==> config.mk <==
export PLATFORM = sky130hd
export DESIGN_NAME = icache_dm
export DESIGN_NICKNAME = d
export VERILOG_FILES = /design/src/rtl/icache_dm_pkg.sv /design/src/rtl/icache_dm_refill_fsm.sv /design/src/rtl/icache_dm.sv
export SDC_FILE = /design/constraint.sdc
export NUM_CORES = 2
export LEC_CHECK = 0
export ABC_AREA = 1
export BUFFER_PORTS_ARGS = -buffer_cell sky130_fd_sc_hd__buf_2
export CORE_MARGIN = 3
export CORE_UTILIZATION = 55
export DETAILED_ROUTE_END_ITERATION = 10
export PLACE_DENSITY = 0.72
export RECOVER_POWER = 50
export SLEW_MARGIN = 20
export SYNTH_ARGS = -nofsm -noshare
export SYNTH_HDL_FRONTEND = slang
export SYNTH_HIERARCHICAL = 1
export SYNTH_SLANG_ARGS = --single-unit
==> constraint.sdc <==
create_clock -name clk -period 4 [get_ports clk]
set_input_delay 0.6 -clock clk [delete_from_list [all_inputs] [get_ports clk]]
set_output_delay 0.6 -clock clk [all_outputs]
set_load 0.02 [all_outputs]
==> src/rtl/icache_dm_pkg.sv <==
// rtl/icache_dm_pkg.sv - shared types and constants for the direct-mapped instruction cache
package icache_dm_pkg;

  localparam int XLEN = 32;
  localparam logic [31:0] NOP = 32'h0000_0013;

  typedef enum logic [1:0] {
    IDLE = 2'd0,
    REQ  = 2'd1,
    FILL = 2'd2
  } icache_state_t;

endpackage

==> src/rtl/icache_dm_refill_fsm.sv <==
// rtl/icache_dm_refill_fsm.sv - line refill sequencer: one-cycle memory request, then LINE_WORDS beats
module icache_refill_fsm
  import icache_dm_pkg::*;
#(
  parameter int XLEN       = icache_dm_pkg::XLEN,
  parameter int LINE_WORDS = 4
) (
  input  logic                          clk,
  input  logic                          reset_n,
  input  logic                          miss,
  input  logic [XLEN-1:0]               line_adr,
  input  logic                          flush,
  input  logic                          mem_rvalid,
  output icache_state_t                 state,
  output logic                          mem_req,
  output logic [XLEN-1:0]               mem_adr,
  output logic                          fill_we,
  output logic [$clog2(LINE_WORDS)-1:0] fill_word,
  output logic                          fill_last,
  output logic                          fill_valid
);

  localparam int WB = $clog2(LINE_WORDS);
  localparam logic [WB-1:0] LAST_BEAT = WB'(LINE_WORDS - 1);

  icache_state_t   state_q, state_d;
  logic [WB-1:0]   beat_cnt;
  logic            flush_pend;
  logic [XLEN-1:0] cap_adr;

  always_ff @(posedge clk or negedge reset_n) begin
    if (!reset_n) begin
      state_q    <= IDLE;
      beat_cnt   <= '0;
      flush_pend <= 1'b0;
      cap_adr    <= '0;
    end else begin
      state_q <= state_d;
      if (state_q == IDLE && miss) cap_adr <= line_adr;
      if (state_q == REQ) beat_cnt <= '0;
      else if (fill_we)   beat_cnt <= beat_cnt + 1'b1;
      // a flush seen while the refill is in flight must keep the incoming line invalid
      if (fill_last)                       flush_pend <= 1'b0;
      else if (state_q != IDLE && flush)   flush_pend <= 1'b1;
    end
  end

  always_comb begin
    state_d   = state_q;
    mem_req   = 1'b0;
    fill_we   = 1'b0;
    fill_last = 1'b0;
    case (state_q)
      IDLE: if (miss) state_d = REQ;
      REQ: begin
        mem_req = 1'b1;
        state_d = FILL;
      end
      FILL: if (mem_rvalid) begin
        fill_we = 1'b1;
        if (beat_cnt == LAST_BEAT) begin
          fill_last = 1'b1;
          state_d   = IDLE;
        end
      end
      default: state_d = IDLE;
    endcase
  end

  assign state      = state_q;
  assign mem_adr    = cap_adr;
  assign fill_word  = beat_cnt;
  assign fill_valid = ~flush_pend & ~flush;

endmodule

==> src/rtl/icache_dm.sv <==
// rtl/icache_dm.sv - direct-mapped icache, zero-latency hit; ICACHE_PERF_CNT_EN adds hit/miss counters
module icache_dm
  import icache_dm_pkg::*;
#(
  parameter int XLEN       = icache_dm_pkg::XLEN,
  parameter int NB_LINES   = 16,
  parameter int LINE_WORDS = 4
) (
  input  logic            clk,
  input  logic            reset_n,
  input  logic            icache_req_i,
  input  logic [XLEN-1:0] icache_adr_i,
  input  logic            icache_flush_i,
  output logic [31:0]     icache_instr_o,
  output logic            icache_instr_v_o,
  output logic            icache_stall_o,
  output logic            mem_req_o,
  output logic [XLEN-1:0] mem_adr_o,
  input  logic [31:0]     mem_rdata_i,
  input  logic            mem_rvalid_i
`ifdef ICACHE_PERF_CNT_EN
  ,
  output logic [31:0]     hit_cnt_o,
  output logic [31:0]     miss_cnt_o
`endif
);

  localparam int WB   = $clog2(LINE_WORDS);
  localparam int OFFS = 2 + WB;
  localparam int IW   = $clog2(NB_LINES);
  localparam int TW   = XLEN - OFFS - IW;

  logic [NB_LINES-1:0] valid;
  logic [TW-1:0]       tags [NB_LINES];
  logic [31:0]         data [NB_LINES][LINE_WORDS];

  logic [WB-1:0]   word;
  logic [IW-1:0]   index;
  logic [TW-1:0]   tag;
  logic [IW-1:0]   cap_index;
  logic [TW-1:0]   cap_tag;
  logic [XLEN-1:0] line_adr;
  logic            unused_adr_bits;

  icache_state_t  state;
  logic           idle, hit, miss;
  logic           fill_we, fill_last, fill_valid;
  logic [WB-1:0]  fill_word;

  assign word            = icache_adr_i[OFFS-1:2];
  assign index           = icache_adr_i[OFFS+IW-1:OFFS];
  assign tag             = icache_adr_i[XLEN-1:OFFS+IW];
  assign line_adr        = {icache_adr_i[XLEN-1:OFFS], {OFFS{1'b0}}};
  assign unused_adr_bits = ^icache_adr_i[1:0];
  assign cap_index       = mem_adr_o[OFFS+IW-1:OFFS];
  assign cap_tag         = mem_adr_o[XLEN-1:OFFS+IW];

  assign idle = (state == IDLE);
  assign hit  = icache_req_i & idle & valid[index] & (tags[index] == tag) & ~icache_flush_i;
  assign miss = icache_req_i & idle & ~icache_flush_i & ~hit;

  assign icache_instr_v_o = hit;
  assign icache_instr_o   = hit ? data[index][word] : NOP;
  assign icache_stall_o   = (icache_req_i & ~hit & idle) | ~idle;

  icache_refill_fsm #(
    .XLEN       (XLEN),
    .LINE_WORDS (LINE_WORDS)
  ) u_refill (
    .clk        (clk),
    .reset_n    (reset_n),
    .miss       (miss),
    .line_adr   (line_adr),
    .flush      (icache_flush_i),
    .mem_rvalid (mem_rvalid_i),
    .state      (state),
    .mem_req    (mem_req_o),
    .mem_adr    (mem_adr_o),
    .fill_we    (fill_we),
    .fill_word  (fill_word),
    .fill_last  (fill_last),
    .fill_valid (fill_valid)
  );

  always_ff @(posedge clk) begin
    if (fill_we) begin
      data[cap_index][fill_word] <= mem_rdata_i;
      if (fill_last) tags[cap_index] <= cap_tag;
    end
  end

  // the refilled line's valid write follows the flush clear, so fill_valid decides it
  always_ff @(posedge clk or negedge reset_n) begin
    if (!reset_n) begin
      valid <= '0;
    end else begin
      if (icache_flush_i) valid <= '0;
      if (fill_last)      valid[cap_index] <= fill_valid;
    end
  end

`ifdef ICACHE_PERF_CNT_EN
  always_ff @(posedge clk or negedge reset_n) begin
    if (!reset_n) begin
      hit_cnt_o  <= '0;
      miss_cnt_o <= '0;
    end else begin
      if (hit)  hit_cnt_o  <= hit_cnt_o + 32'd1;
      if (miss) miss_cnt_o <= miss_cnt_o + 32'd1;
    end
  end
`endif

endmodule

==> metrics.md <==
| Metric | Value |
|---|---|
| Seq pwr share | between 50% and 60% |
| CORE AREA | 181100 um^2 |
| Initial drt markers | about 9000 |
| Failing checks | capacitance limit, slew limit |
| First-pass DRT Iterations | 6 |
| Placed Cells | 10619 |
| HP Start | icache_adr_i[23] |
| WP data required | about 3400 ps |
| Vias in the first global route | around 65000 |
| Number of nets still failing antenna checks after routing | 0 |
| Asr flop ratio synth | roughly 2.1% |
| TritonCTS clock tree | built |
| Post-detail-place hpwl | about 150 mm |
| Non-Filler Instances | about 11000 |
| Path type of the worst setup path | primary input to primary output |
| Die height | around 430 um |
| Critical Path AT | about 3300 ps |
| Slew @ Worst Pin | roughly 3200 ps |
| Overflow after GRT | 0 |
| Die X | about 430 um |
| Number of distinct library cells after synthesis | 36 |
| Sequential area share after synthesis | between 70% and 80% |
| Sink Count | around 2500 |
| Sw Pwr | roughly 14 mW |
| Fill count | between 10000 and 15000 |
| Commonest non-fill, non-tap cell in the layout | edfxtp_1 |
| Initial antenna violation count | 13 |
| First-pass GRT wire length | slightly above 400 mm |
| Max Cap Viol | 37 |
| Fraction of layout cells with a size suffix above 1 | 10.76% |
| Status | complete, but fails checks |
| Period utilization | a little over nine tenths |
| VDD IR max | 432.2 uV |
| DR WL/cell | between 20 and 30 um |
| Vias | 67953 |
| Yosys reg bits | about 2500 |
| Worst-path maximum fanout | 23 |
| Die footprint | around 190000 um^2 |
| Syn. warnings | 6 |
| Latest clock arrival within the worst-skew pair | just under 900 ps |
| Final Hold Fails | 0 |
| Commonest non-fill, non-tap cells in the layout | edfxtp_1 (2432), nand2_1 (2097), nand3_1 (1701), nor2_1 (484), o21ai_0 (402) |
| Number of CTS-inserted buffers | approximately 240 |
| Initial Utilization | 55.45% |
| Syn_area_per_cell | between 10 and 15 um^2 |
| Via/cell ratio | 6.129 |
| Max Slew Vio Count | between 2000 and 2500 |
| Setup Viol. Count Final | 0 |
| H-tree depth | 4 |
| CTS max path bufs | 3 |
| Skew final | about 51 ps |
| All-Layer GR Usage | between 20% and 30% |
| Largest net degree at the start of global routing | 119 |
| Reg clk slew, reported paths | 60 ps |
| Main synth FF type | edfxtp_1 |
| Synth Cell Area | around 100000 um^2 |
| Crit. End Element | primary output |
| Tot Pwr | approximately 56 mW |
| R2R Setup Slk | 430 ps |
| F_max | around 260 MHz |
| Post-synth EDFFs | around 2400 |
| DR DRC count | 0 |
| Row Count | ~160 |
| P_leak | between 30 and 40 nW |
| Hold Path Class | primary input to flop |
| Fin crit period | just under 4000 ps |
| Root Driver | clkbuf_16 |
| Drt total wl | 278.4 mm |
| Worst Setup SP | icache_adr_i[4] |
| Comb power frac | under 10% |
| # IOs | 136 |
| Pwr dens | 493.4 nW/um^2 |
| Slew margin rel. | -110.1% |
| Area growth from synthesis to layout | 13.08% |
| Placer congestion estimate | roughly 0.84 |
| Net count, final | 8579 |
| Postcts setup bufs | 0 |
| Startpoint types | primary input |
| Share of total power in the clock network | a little under two fifths |
| Syn Inst Count | between 8000 and 9000 |
| Reg2reg start | u_refill/fill_word[0]$_DFFE_PN0P_ |
| Switching Share | approximately 24% |
| Port bufs | about 130 |
| Internal | 42.49 mW |
==> cell families after synthesis <==
| group | Yosys count | synth area share [%] |
|---|---|---|
| and+or+nand+nor | 4420 | 18.87 |
| adders and majority gates | 1 | 0.01246 |
| DFF | 2485 | 74.04 |
| other | 1 | 0.003734 |
| buffers and inverters | 723 | 3.201 |
| AOI/OAI and AO/OA | 683 | 3.877 |
==> worst paths after layout <==
kind | end | depth (start not counted)
min in group asynchronous | u_refill/mem_adr[18]$_DFFE_PN0P_ | 2
worst max register to register | tags[13][15]$_DFFE_PP_ | 7
max in group asynchronous | valid[4]$_DFF_PN0_ | 3
worst min register to register | u_refill/mem_adr[1]$_DFFE_PN0P_ | 2
worst min-delay path | u_refill/mem_adr[23]$_DFFE_PN0P_ | 3
worst max-delay path | icache_instr_o[3] | 14
==> state kept, by name, indices dropped and copies added, names as in the netlist <==
register,cells
valid,16
u_refill/state,2
u_refill/flush_pend,1
u_refill/fill_word,2
u_refill/mem_adr,32
data,2048
tags,384
==> power by group through the flow <==
stage	Sequential, mW	Combinational [mW]	Clock [mW]
after floorplan	30.7	2.31	0
after global placement	30.7	4.47	0
after detailed placement	30.7	4.58	0
after CTS	30.2	4.62	21.3
after global routing	30.3	5.01	22.4
final	30.2	4.69	21.1
==> cell usage after synthesis, types with 2 or more instances <==
cell type / count / area [um^2]
buf_1: 42 / 157.7
buf_8: 2 / 30.03
clkinv_1: 2 / 7.510
nand3_1: 1707 / 8543
nand2_1: 2098 / 7875
buf_6: 13 / 146.4
inv_2: 2 / 7.510
o22ai_1: 139 / 869.6
buf_2: 243 / 1216
clkbuf_1: 234 / 878.3
nor3_2: 24 / 240.2
dfrtp_1: 53 / 1326
nor2_1: 565 / 2121
nand3b_1: 5 / 37.54
or2_2: 2 / 12.51
edfxtp_1: 2432 / 73030
o221ai_1: 29 / 254.0
a31oi_1: 2 / 12.51
nor3_1: 6 / 30.03
a21oi_1: 23 / 115.1
o21ai_0: 402 / 2012
inv_1: 167 / 626.9
o211ai_1: 28 / 210.2
o21ai_1: 28 / 140.1
buf_4: 15 / 112.6
o21ai_2: 32 / 280.3
nand2_2: 9 / 56.30
==> worst max-delay path: stages <==
cell and delay (ps):
buf_8 190, buf_16 230, buf_12 300, buf_4 250
nand2_1 70, nand3_1 80, nand3_1 90, nand3_1 170
nand3_1 200, nand3_1 350, o21ai_1 200, nor3_1 250
buf_4 160, buf_2 150
==> what timing repair did <==
item,4_1_cts,5_1_grt
gates cloned,0,1
gates resized for setup,2,8
endpoints found under the setup margin,2,10
hold buffers,22,0
endpoints found under the hold margin,47,0
==> layer usage <==
metal	track usage [%]	part of all wire (%)	vias to the layer above
met1	39.93	37	33120
met4	12.65	4.2	6
met2	45.94	47	4088
met5	0	0.010	-
met3	6.259	12	672
li1	-	-	30067
==> area by class of cell <==
cell class	instances	area, um^2	area share (%)
Clock inverter	139	985.9	0.8681
Tap cell	2370	2965	2.611
Antenna cell	7	17.52	0.01542
Sequential cell	2485	74360	65.47
Clock buffer	299	6329	5.572
Timing Repair Buffer	507	4688	4.128
Inverter	172	684.4	0.6026
Multi-Input combinational cell	5108	23540	20.73
==> metrics by stage <==
stage	TNS, ps	utilization, %	setup WS [ps]	hold slack, ps	cell area [um^2]
CTS	0	62.71	76.13	0.9319	113600
finish	0	62.70	81.03	58.45	113600
floorplan	0	-	890.0	304.4	100400
global placement	0	58.53	65.42	466.5	106000
detailed placement	0	58.54	43.50	473.0	106000
global route	-10.22	62.69	-10.22	37.50	113600
Note: power is estimated with default switching activity, not from simulation.
